$ cat config.mk
export PLATFORM = sky130hd
export DESIGN_NAME = vend_dispenser
export DESIGN_NICKNAME = d
export VERILOG_FILES = /design/src/rtl/vend_pkg.sv /design/src/rtl/vend_req_fifo.sv /design/src/rtl/vend_dispenser.sv
export SDC_FILE = /design/constraint.sdc
export NUM_CORES = 1
export LEC_CHECK = 0
export CELL_PAD_IN_SITES_DETAIL_PLACEMENT = 1
export CELL_PAD_IN_SITES_GLOBAL_PLACEMENT = 2
export CORE_UTILIZATION = 37
export CTS_CLUSTER_DIAMETER = 60
export DETAILED_ROUTE_END_ITERATION = 6
export GPL_TIMING_DRIVEN = 1
export HOLD_SLACK_MARGIN = 0.06
export PLACE_DENSITY_LB_ADDON = 0.15
export REMOVE_ABC_BUFFERS = 1
export SYNTH_ARGS = -nofsm -noshare
export SYNTH_HDL_FRONTEND = slang
export SYNTH_HIERARCHICAL = 1
export SYNTH_SLANG_ARGS = --single-unit
$ cat constraint.sdc
create_clock -name clk -period 3.2 [get_ports clk]
set_input_delay 0.64 -clock clk [delete_from_list [all_inputs] [get_ports clk]]
set_output_delay 0.64 -clock clk [all_outputs]
set_load 0.02 [all_outputs]
$ cat src/rtl/vend_pkg.sv
// Shared types and sizing for the vend dispenser: FSM state encoding,
// request entry layout, FIFO depth and change-code width.
// Imported by vend_req_fifo and vend_dispenser.
package vend_pkg;

  localparam int CHANGE_W   = 2;
  localparam int FIFO_DEPTH = 4;

  typedef enum logic [2:0] {
    IDLE,
    MOTOR,
    WAIT_DROP,
    CHANGE,
    EJECT,
    WAIT_COIN
  } disp_state_t;

  typedef struct packed {
    logic                vend;
    logic [CHANGE_W-1:0] change;
  } vend_req_t;

endpackage

$ cat src/rtl/vend_req_fifo.sv
// Request buffer: FIFO_DEPTH-entry synchronous FIFO of vend_req_t entries.
// Latency: a push is visible at the head one cycle later; pop_data is the current head.
// Backpressure: none upstream; a push into a full FIFO is dropped and flagged on ovf, unless a pop frees a slot in the same cycle.
module vend_req_fifo
  import vend_pkg::*;
(
  input  logic      clk,
  input  logic      rst,
  input  logic      push,
  input  vend_req_t push_data,
  input  logic      pop,
  output vend_req_t pop_data,
  output logic      full,
  output logic      empty,
  output logic      ovf
);

  localparam int AW = $clog2(FIFO_DEPTH);

  vend_req_t       mem [FIFO_DEPTH];
  logic [AW-1:0]   wr_ptr;
  logic [AW-1:0]   rd_ptr;
  logic [AW:0]     count;
  logic            do_push;
  logic            do_pop;

  // A pop in the same cycle frees the slot a full-FIFO push needs.
  assign do_pop   = pop && !empty;
  assign do_push  = push && (!full || do_pop);
  assign ovf      = push && !do_push;
  assign full     = (count == (AW+1)'(FIFO_DEPTH));
  assign empty    = (count == '0);
  assign pop_data = mem[rd_ptr];

  // Pointer and occupancy bookkeeping.
  always_ff @(posedge clk) begin
    if (rst) begin
      wr_ptr <= '0;
      rd_ptr <= '0;
      count  <= '0;
    end else begin
      if (do_push) wr_ptr <= wr_ptr + 1'b1;
      if (do_pop)  rd_ptr <= rd_ptr + 1'b1;
      count <= count + (AW+1)'(do_push) - (AW+1)'(do_pop);
    end
  end

  // Storage array; contents need no reset because occupancy gates every read.
  always_ff @(posedge clk) begin
    if (do_push) mem[wr_ptr] <= push_data;
  end

endmodule

$ cat src/rtl/vend_dispenser.sv
// Dispense-side actuator controller: buffers {vend, change} requests, pulses the
// motor, awaits the drop sensor, then ejects owed coins with sense handshakes and timeouts.
// Optional stock counter and sold_out port are enabled by defining VEND_STOCK_EN.
module vend_dispenser
  import vend_pkg::*;
#(
  parameter int MOTOR_CYCLES   = 8,
  parameter int TIMEOUT_CYCLES = 255
`ifdef VEND_STOCK_EN
  ,
  parameter int STOCK_INIT     = 15
`endif
) (
  input  logic                clk,
  input  logic                rst,
  input  logic                out,
  input  logic [CHANGE_W-1:0] change,
  output logic                motor,
  input  logic                drop,
  output logic                eject,
  input  logic                coin_sense,
  output logic                busy,
  output logic                fault,
  output logic                ovf,
  output logic [7:0]          coins_paid
`ifdef VEND_STOCK_EN
  ,
  output logic                sold_out
`endif
);

  localparam int          MW   = $clog2(MOTOR_CYCLES + 1);
  localparam logic [7:0]  TMAX = 8'(TIMEOUT_CYCLES - 1);

  disp_state_t          state;
  logic [MW-1:0]        mcnt;
  logic [7:0]           tmr;
  logic [CHANGE_W-1:0]  remaining;
  logic                 sold_now;

  logic                 req_push;
  vend_req_t            req_in;
  vend_req_t            head;
  logic                 fifo_pop;
  logic                 fifo_empty;
  logic                 fifo_full_unused;
  logic                 fifo_ovf;

  assign req_push = out || (change != '0);
  assign req_in   = '{vend: out, change: change};
  assign fifo_pop = (state == IDLE) && !fifo_empty;
  // Both terms come straight from flops, so busy is a clean Moore decode.
  assign busy     = (state != IDLE) || !fifo_empty;

  vend_req_fifo u_fifo (
    .clk       (clk),
    .rst       (rst),
    .push      (req_push),
    .push_data (req_in),
    .pop       (fifo_pop),
    .pop_data  (head),
    .full      (fifo_full_unused),
    .empty     (fifo_empty),
    .ovf       (fifo_ovf)
  );

`ifdef VEND_STOCK_EN
  logic [7:0] stock;

  // Product inventory: counts down on each confirmed drop.
  always_ff @(posedge clk) begin
    if (rst) begin
      stock <= 8'(STOCK_INIT);
    end else if (state == WAIT_DROP && drop && stock != 8'd0) begin
      stock <= stock - 8'd1;
    end
  end

  assign sold_now = (stock == 8'd0);
  assign sold_out = sold_now;
`else
  assign sold_now = 1'b0;
`endif

  // Dispense sequencer with registered motor/eject/fault/ovf/coins_paid.
  always_ff @(posedge clk) begin
    if (rst) begin
      state      <= IDLE;
      motor      <= 1'b0;
      eject      <= 1'b0;
      fault      <= 1'b0;
      ovf        <= 1'b0;
      coins_paid <= 8'd0;
      remaining  <= '0;
      mcnt       <= '0;
      tmr        <= 8'd0;
    end else begin
      ovf <= ovf | fifo_ovf;
      case (state)
        IDLE: begin
          if (!fifo_empty) begin
            remaining <= head.change;
            if (head.vend && !sold_now) begin
              state <= MOTOR;
              motor <= 1'b1;
              mcnt  <= '0;
            end else begin
              state <= CHANGE;
            end
          end
        end
        MOTOR: begin
          if (mcnt == MW'(MOTOR_CYCLES - 1)) begin
            motor <= 1'b0;
            tmr   <= 8'd0;
            state <= WAIT_DROP;
          end else begin
            mcnt <= mcnt + 1'b1;
          end
        end
        WAIT_DROP: begin
          if (drop) begin
            state <= CHANGE;
          end else if (tmr == TMAX) begin
            // Product never seen: flag it but still pay the change owed.
            fault <= 1'b1;
            state <= CHANGE;
          end else begin
            tmr <= tmr + 8'd1;
          end
        end
        CHANGE: begin
          if (remaining == '0) begin
            state <= IDLE;
          end else begin
            eject <= 1'b1;
            state <= EJECT;
          end
        end
        EJECT: begin
          eject <= 1'b0;
          tmr   <= 8'd0;
          state <= WAIT_COIN;
        end
        WAIT_COIN: begin
          if (coin_sense) begin
            remaining  <= remaining - 1'b1;
            coins_paid <= coins_paid + 8'd1;
            state      <= CHANGE;
          end else if (tmr == TMAX) begin
            // Hopper jammed or empty: abandon the rest of this payout.
            fault     <= 1'b1;
            remaining <= '0;
            state     <= IDLE;
          end else begin
            tmr <= tmr + 8'd1;
          end
        end
        default: state <= IDLE;
      endcase
    end
  end

endmodule

# Word level (Yosys, flattened, before mapping)
# Memory sizes are Yosys's and may differ from the RTL's. A register that Yosys moved wholly into a read port is not among the register bits.
# Index checks and enable logic that the tools add are counted.
# Widths: inputs -> output; s select.
totals:
  register_bits: 36
  latch_bits: 0
  mem_bits_rw: 12
  romBits: 0
  inputBits: 7
  out_inout_bits: 13
  word_cells: 103
  memories: 1
mem_list:
  columns: ["name", "words", "width", "read_ports", "rd_clocked_by_memory_dff", "write_ports", "line_no", "source"]
  rows:
  - ["u_fifo.mem", 4, 3, 1, 1, 1, "vend_req_fifo.sv:20", "vend_req_t mem [FIFO_DEPTH];"]
classes:
  n_addsub: 8
  n_mul: 0
  div_mod_pow: 0
  magnitude_cmp: 0
  n_eq_ne: 17
  n_shift: 0
  n_mux: 36
  bitwise_logic: 1
  n_reduce_logical: 28
ops:
  columns: ["operator", "count"]
  rows:
  - ["$mux 8", 4]
  - ["$pmux 8 s4", 1]
  - ["$mux 3", 7]
  - ["$pmux 3 s6", 1]
  - ["$add 8x1->8 const B", 2]
  - ["$reduce_and 4->1", 4]
  - ["$ne 2x2->1 const B", 7]
  - ["$mux 2", 6]
  - ["$mux 4", 3]
  - ["$reduce_bool 2->1", 5]
  - ["$eq 3x3->1 const B", 3]
  - ["$mux 1", 9]
  - ["$eq 8x8->1 const B", 1]
  - ["$pmux 4 s2", 1]
  - ["$eq 3x2->1 const B", 2]
  - ["$logic_not 3->1", 2]
  - ["$ne 3x3->1 const B", 2]
  - ["$pmux 1 s2", 3]
  - ["$reduce_and 3->1", 2]
  - ["$add 2x1->2 const B", 2]
  - ["$add 4x1->4 const B", 1]
  - ["$eq 4x3->1 const B", 1]
  - ["$logic_and 1x1->1", 4]
  - ["$pmux 2 s2", 1]
  - ["11 further kinds", 16]

# Depth between registers and ports, before layout
logic_depth:
  depth_word: 9
  depth_mapped: 13
  ltp_nobuf: 11

# Hierarchy
# The synthesis kept the hierarchy.
modules_own_cells:
  columns: ["mod", "n_inst", "cells_each", "area_per_inst_um2", "seq_area_each_um2"]
  rows:
  - ["vend_dispenser", 1, 193, 1644.1, 580.6]
  - ["vend_req_fifo", 1, 64, 934.6, 540.5]

# Worst setup path before layout
# OpenSTA, ideal clock, no wires.
synth_path:
  kind: "flip-flop to flip-flop"
  from: "reg state[1]"
  to: "reg u_fifo.count[2]"
  setup_time_ns: 0.078
  arrival_time_ns: 2.598
  t_required_ns: 3.122
  path_slack_ns: 0.524
  path_stages_with_launch: 14
  path_buffers: 2
  period_less_slack_ns: 2.676
  path_cell_list: "dfxtp_1 > buf_4 > or2_1 > buf_2 > nor3_2 > o31ai_2 > nor2_1 > a21o_2 > ha_1 > inv_1 > fa_1 > xor2_1 > and2_2 > nor3_1"
synth_via:
  elab_chain_cells: 7
synth_rtl:
  columns: ["element", "line_no", "source"]
  rows:
  - ["start, declared", "vend_dispenser.sv:35", "disp_state_t state;"]
  - ["start signal, assigned", "vend_dispenser.sv:88", "state <= IDLE;"]
  - ["start signal, assigned", "vend_dispenser.sv:104", "state <= MOTOR;"]
  - ["start signal, assigned", "vend_dispenser.sv:108", "state <= CHANGE;"]
  - ["$logic_not 3->1 (*)", "vend_dispenser.sv:51", "assign fifo_pop = (state == IDLE) && !fifo_empty;"]
  - ["$logic_and 1x1->1 (*)", "vend_dispenser.sv:51", null]
  - ["via fifo_pop", "vend_dispenser.sv:44", "logic fifo_pop;"]
  - ["$logic_and 1x1->1 (*)", "vend_req_fifo.sv:28", "assign do_pop = pop && !empty;"]
  - ["$logic_or 1x1->1", "vend_req_fifo.sv:29", "assign do_push = push && (!full || do_pop);"]
  - ["$logic_and 1x1->1", "vend_req_fifo.sv:29", null]
  - ["$add 3x1->3", "vend_req_fifo.sv:44", "count <= count + (AW+1)'(do_push) - (AW+1)'(do_pop);"]
  - ["$sub 3x1->3 (*)", "vend_req_fifo.sv:44", null]
  - ["end signal, assigned", "vend_req_fifo.sv:44", null]
  - ["end, declared", "vend_req_fifo.sv:23", "logic [AW:0] count;"]
# Mark *: on every way through the listed nets, which the timed path passes. The rest lies on a longest branch.
# A chain may end at the register's enable or synchronous reset.

# Worst setup path after layout
layout_path:
  from: "in change[1]"
  to: "reg u_fifo.count[2]"
layout_via:
  elab_chain_cells: 5
layout_rtl:
  columns: ["element", "line_no", "source"]
  rows:
  - ["start, declared", "vend_dispenser.sv:17", "input logic [CHANGE_W-1:0] change,"]
  - ["$reduce_bool 2->1", "vend_dispenser.sv:49", "assign req_push = out || (change != '0);"]
  - ["$logic_or 1x1->1", "vend_dispenser.sv:49", null]
  - ["via req_push", "vend_dispenser.sv:41", "logic req_push;"]
  - ["$logic_and 1x1->1", "vend_req_fifo.sv:29", null]
  - ["$add 3x1->3", "vend_req_fifo.sv:44", null]
  - ["$sub 3x1->3", "vend_req_fifo.sv:44", null]
# The timed path passes the listed nets, and every way through them passes these cells.

==> reports/metrics.cfg <==
[run_status]
status = completed

[synthesis]
synthCells = 256
synth_warnings = 6
syn_area_mm2 = 0.00257
syn_avg_cell_area_um2 = 10.0

[timing]
fin_crit_sh_pct = 83.7
hold_viol = 0
setup_tns_ns = 0
setup_ws_ns = 0.522
finClkSkew_ns = 0.00714
fin_crit_ns = 2.68
setup_viol = 0
worst_slew_pin_slew_ns = 0.687
fin_worst_hold_slack_ns = 0.475
rsz0062_at_grt = false
fmax_mhz = 373
maxSlewHeadroom_pct = 54.0
drv_slew = 0

[routing]
drt_wl_total_um = 5520
first_pass_iters = 4
viasPerCell = 5.50
vias = 1973
post-route-drc-count = 0
drt_iter0_markers = 53
wire_per_inst_um = 15.4
antenna_left = 0

[hold_path]
worst_hold_path_type = reg2reg
worstHoldPathCells = 2

[floorplan]
chipWidth_um = 85.4
dieArea_mm2 = 0.00729
start_util_pct = 38.1
fp-row-count = 30
die_h_um = 85.4
core-area_mm2 = 0.00676
ios = 20

[pwr]
powerDensity_mw_per_mm2 = 681
irDropWorstVdd_uv = 281
power_mw = 2.01
p_leak_nw = 1.03

[cells_and_area]
final.fill_count = 778
fin_nets = 296
final_core_util_pct = 43.8
antenna_cells = 0
fin_area_mm2 = 0.00296
drive_above_1_share_pct = 12.2
area_delta_synth_final_pct = 15.0
multi_input_area_mm2 = 0.00134
finalNonFillerCells = 359
regArea_mm2 = 0.00112

[critical_path]
reg2regPathDepth = 12
crit_path_end_kind = register
rr_startpoint = u_fifo/count[1]$_SDFF_PP0_
setup.worst_path.end = u_fifo/count[2]$_SDFF_PP0_
worstPathRequired_ns = 3.43
start_kind = primary input
rrSetupSlack_ns = 0.55
critical_path_depth = 10
crit_type = in2reg
crit_buf_inv = 2
arrival_ns = 2.91
cp_max_fo = 5
slowest_stage = clkdlybuf4s50_1
cp_top_family = simple AND/OR/NAND/NOR gates
regToRegEndpoint = u_fifo/count[2]$_SDFF_PP0_
path_cells = clkdlybuf4s50_1, or3_1, nor2_1, a21o_2, ha_1, inv_1, fa_1, xor2_1, and2_2, nor3_1
cpPeakStageDelay_ns = 0.47
cp-startpoint = change[1]

[flow_run]
cap_violations = 0

[cts]
numCtsBuffers = 5
post-cts-setup-buffer-count = 0
insertion_delay_ns = 0.31
holdBufCountCts = 0
path_clk_slew_ns = 0.09
clkSinkCount = 50
cts_buffer_depth = 2
cts-htree-levels = 2
cts_root_buf = clkbuf_8
cts.repair.resized = 0
cts_tree = done

[global_routing]
grt_max_degree = 22
grt_pass1_vias = 1996
gr-total-overflow = 0
antenna_found_initial = 0
grt_usage_pct = 16.9
grt_pass1_wl_um = 9610

[placement]
dpl.hpwl_um = 4150
numPlacedInstances = 351
portBuffers = 19
finalWeightedCongestion = 0.723
pre_cts_ws_ns = 0.190
placed_area_mm2 = 0.00285

==> power breakdown <==
| part | leakage (nW) | internal [mW] | switching, mW |
|---|---|---|---|
| registers | 0.421 | 0.762 | 0.0810 |
| logic | 0.557 | 0.315 | 0.407 |
| clock network | 0.0514 | 0.234 | 0.217 |
==> layout make-up <==
cell class | count | area share (%)
multi-input combinational | 183 | 45.4
sequential | 50 | 37.9
timing repair buffer | 25 | 7.96
tap | 80 | 3.39
clock buffer | 6 | 2.45
inverter | 13 | 1.65
clock inverter | 2 | 1.27
==> worst min path at each step <==
stage	slack [ns]	from	end
after detailed placement	0.46	ovf$_SDFF_PP0_	ovf$_SDFF_PP0_
after floorplan	0.44	tmr[7]$_SDFFE_PP0P_	tmr[7]$_SDFFE_PP0P_
after global placement	0.45	ovf$_SDFF_PP0_	ovf$_SDFF_PP0_
after global routing	0.50	ovf$_SDFF_PP0_	ovf$_SDFF_PP0_
after CTS	0.49	fault$_SDFFE_PP0P_	fault$_SDFFE_PP0P_
final	0.47	fault$_SDFFE_PP0P_	fault$_SDFFE_PP0P_
==> tightest hold or removal path, stage by stage, from the launching register on <==
cell and delay (ns):
dfxtp_1 0.33, a21oi_1 0.04, nor2_1 0.07
==> sequential cells by signal, summed over array words and instances (netlist names), named ones only <==
name and count:
coins_paid 8, eject 1, state 3, fault 1, motor 1, u_fifo/rd_ptr 2
tmr 8, mcnt 4, u_fifo/mem 12, u_fifo/wr_ptr 2, u_fifo/count 3, remaining 2
ovf 1
==> cells in the final DEF (no fill, tap or decap), types with 7 or more instances in the layout <==
cell,count
a211oi_1,10
nand3_1,7
nand2_1,15
inv_1,13
nor2_1,24
clkdlybuf4s50_1,19
ha_1,10
o21ai_0,8
a21oi_1,16
dfxtp_1,38
nand2b_1,7
edfxtp_1,12
==> metal layers <==
metal | vias to the layer above | wire length (µm) | track usage [%]
li1 | 982 | - | -
met1 | 964 | 2620 | 22.1
met2 | 19 | 2660 | 27.6
met3 | 8 | 132 | 3.11
met4 | 0 | 102 | 6.82
met5 | - | 0 | 0
(Power assumes the default switching activity.)
==> RTL edit, RTL diff (config.mk and constraints unchanged) <==
The parameter `MOTOR_CYCLES` goes from 8 to 16.
--- a/src/rtl/vend_dispenser.sv
+++ b/src/rtl/vend_dispenser.sv
@@ -6,3 +6,3 @@
 #(
-  parameter int MOTOR_CYCLES   = 8,
+  parameter int MOTOR_CYCLES   = 16,
   parameter int TIMEOUT_CYCLES = 255
Formal check against the unedited RTL: same outputs for any inputs over 10 cycles, from zero or initial values and one cycle with rst high; that may be too few to reach the edited logic, so the function may still have changed.
==> RTL edit against the original RTL <==
  * Critical path type is now reg2reg
  * Worst hold slack better by 9.5 ps
  * Routed wire length is 0.40% lower
  * Clock power is 11% lower
  * Non-clock buffer count stayed put
  * Clock skew is 3.2 ps higher
  * Area after synthesis is 0.92% higher
  * Final area is 1.8% higher
  * Largest power group unchanged
  * Power is 3.3% lower
  * Largest cell class unchanged
  * Setup slack worse by 87 ps
  * Sequential share of layout area hardly changed
  * Core utilization is 0.53 points higher
  * Sequential cell count is 1 higher
==> RTL edit: results (changes against the original RTL) <==
[worst_hold_path]
hp-class=reg2reg  ; unchanged

[status]
status=finished clean  ; unchanged

[routing]
routed_via_density=5.145  ; was 5.496
dr.pass1.iters=4  ; unchanged
wl_per_cell_microns=14.49  ; was 15.36 microns
drtIter0Drc=59  ; was 53

[synth]
synthCells=259  ; was 256
yosysWarnings=6  ; unchanged

[grt]
antenna_found_initial=0  ; unchanged
track_usage_pct=16.62  ; was 16.89%
grt_pass1_wl_microns=9508  ; was 9611 microns
grt_max_degree=30  ; was 22
grt_pass1_vias=1966  ; was 1996

[worst_setup_path]
crit_fanout=7  ; was 5
critical_path_arrival_ps=2970  ; was 2910 ps

[timing]
maxSlewViolCount=0  ; unchanged
tightest_slew_ps=630.8  ; was 686.6 ps
skew_ps=10.34  ; was 7.139 ps

[cells_and_area]
n_antenna_cell=0  ; unchanged
nNetsFinal=301  ; was 296
layout-drive-gt1-share_pct=12.37  ; was 12.19%
fill_cells=787  ; was 778
fin_cells=379  ; was 359
top_regs=u_fifo/mem x12, coins_paid x8, tmr x8  ; unchanged

[clock_network]
clk_transition_reported_paths_ps=110  ; was 90 ps
post_cts_buffers=0  ; unchanged
clockBufferDepth=2  ; unchanged
clock_latency_ps=310  ; about the same
cts-root-buf=clkbuf_8  ; unchanged
h-tree-depth=2  ; unchanged
cts_resized=0  ; unchanged
cts_buffers=5  ; unchanged

[placed_design]
numPortBuffers=19  ; unchanged
dpl.hpwl_microns=3980  ; was 4147 microns
dp_cells=371  ; was 351
place.gp.congestion=0.6931  ; was 0.7230

[power_and_ir_drop]
leakagePower_nw=1.024  ; was 1.030 nW
peakVddDrop_uv=331.8  ; was 280.6 uV

[run]
drv_cap=0  ; unchanged

RTL edit: critical path, stage by stage (launching register included):
cell	delay [ps]
dfxtp_1	420
nor3_1	580
nor4_1	90
buf_4	180
nor4b_4	270
nor2b_4	110
a21o_2	230
ha_1	170
inv_1	60
fa_1	170
xor2_1	180
and2_2	170
nor3_1	40
RTL edit: stage by stage:
stage                     hold WS [ps]  setup WS, ps  area, sq um  total power [mW]
after detailed placement         469.6         202.4         2914             1.574
after global routing             515.6         195.2         3009             2.098
after floorplan                  443.1         420.0         2546             1.338
final                            484.1         434.8         3009             1.949
after global placement           463.2         256.8         2914             1.554
after CTS                        484.6         409.9         3009             1.990
RTL edit: final timing paths:
check,end,slack [ps],from,cells after the start
setup reg to reg,u_fifo/count[2]$_SDFF_PP0_,430,u_fifo/count[1]$_SDFF_PP0_,12
hold reg to reg,mcnt[1]$_SDFFE_PP0P_,480,mcnt[1]$_SDFFE_PP0P_,2
setup / recovery,u_fifo/count[2]$_SDFF_PP0_,430,u_fifo/count[1]$_SDFF_PP0_,12
hold / removal,mcnt[1]$_SDFFE_PP0P_,480,mcnt[1]$_SDFFE_PP0P_,2
RTL edit: power by group:
group,leakage (nW),switching (mW),internal (mW)
combinational,0.547,0.386,0.307
sequential,0.429,0.0797,0.773
clock,0.0491,0.242,0.162
RTL edit: routing by layer:
layer	track usage (%)	share of wire, %	up-vias	wire [microns]
met3	3.369	2.2	4	123
met1	20.99	49	931	2672
met4	5.909	1.0	0	57
met2	28.22	48	17	2639
li1	-	-	998	-
met5	0	0	-	0
RTL edit: layout make-up:
class	count	area (sq um)	area share, %
multi-input cells	183	1345	44.70
flip-flops and latches	51	1141	37.92
repair buffers	25	247.7	8.233
well taps	96	120.1	3.992
clock buffers	5	68.82	2.287
inverters	16	60.06	1.996
clock inverters	3	26.28	0.8732
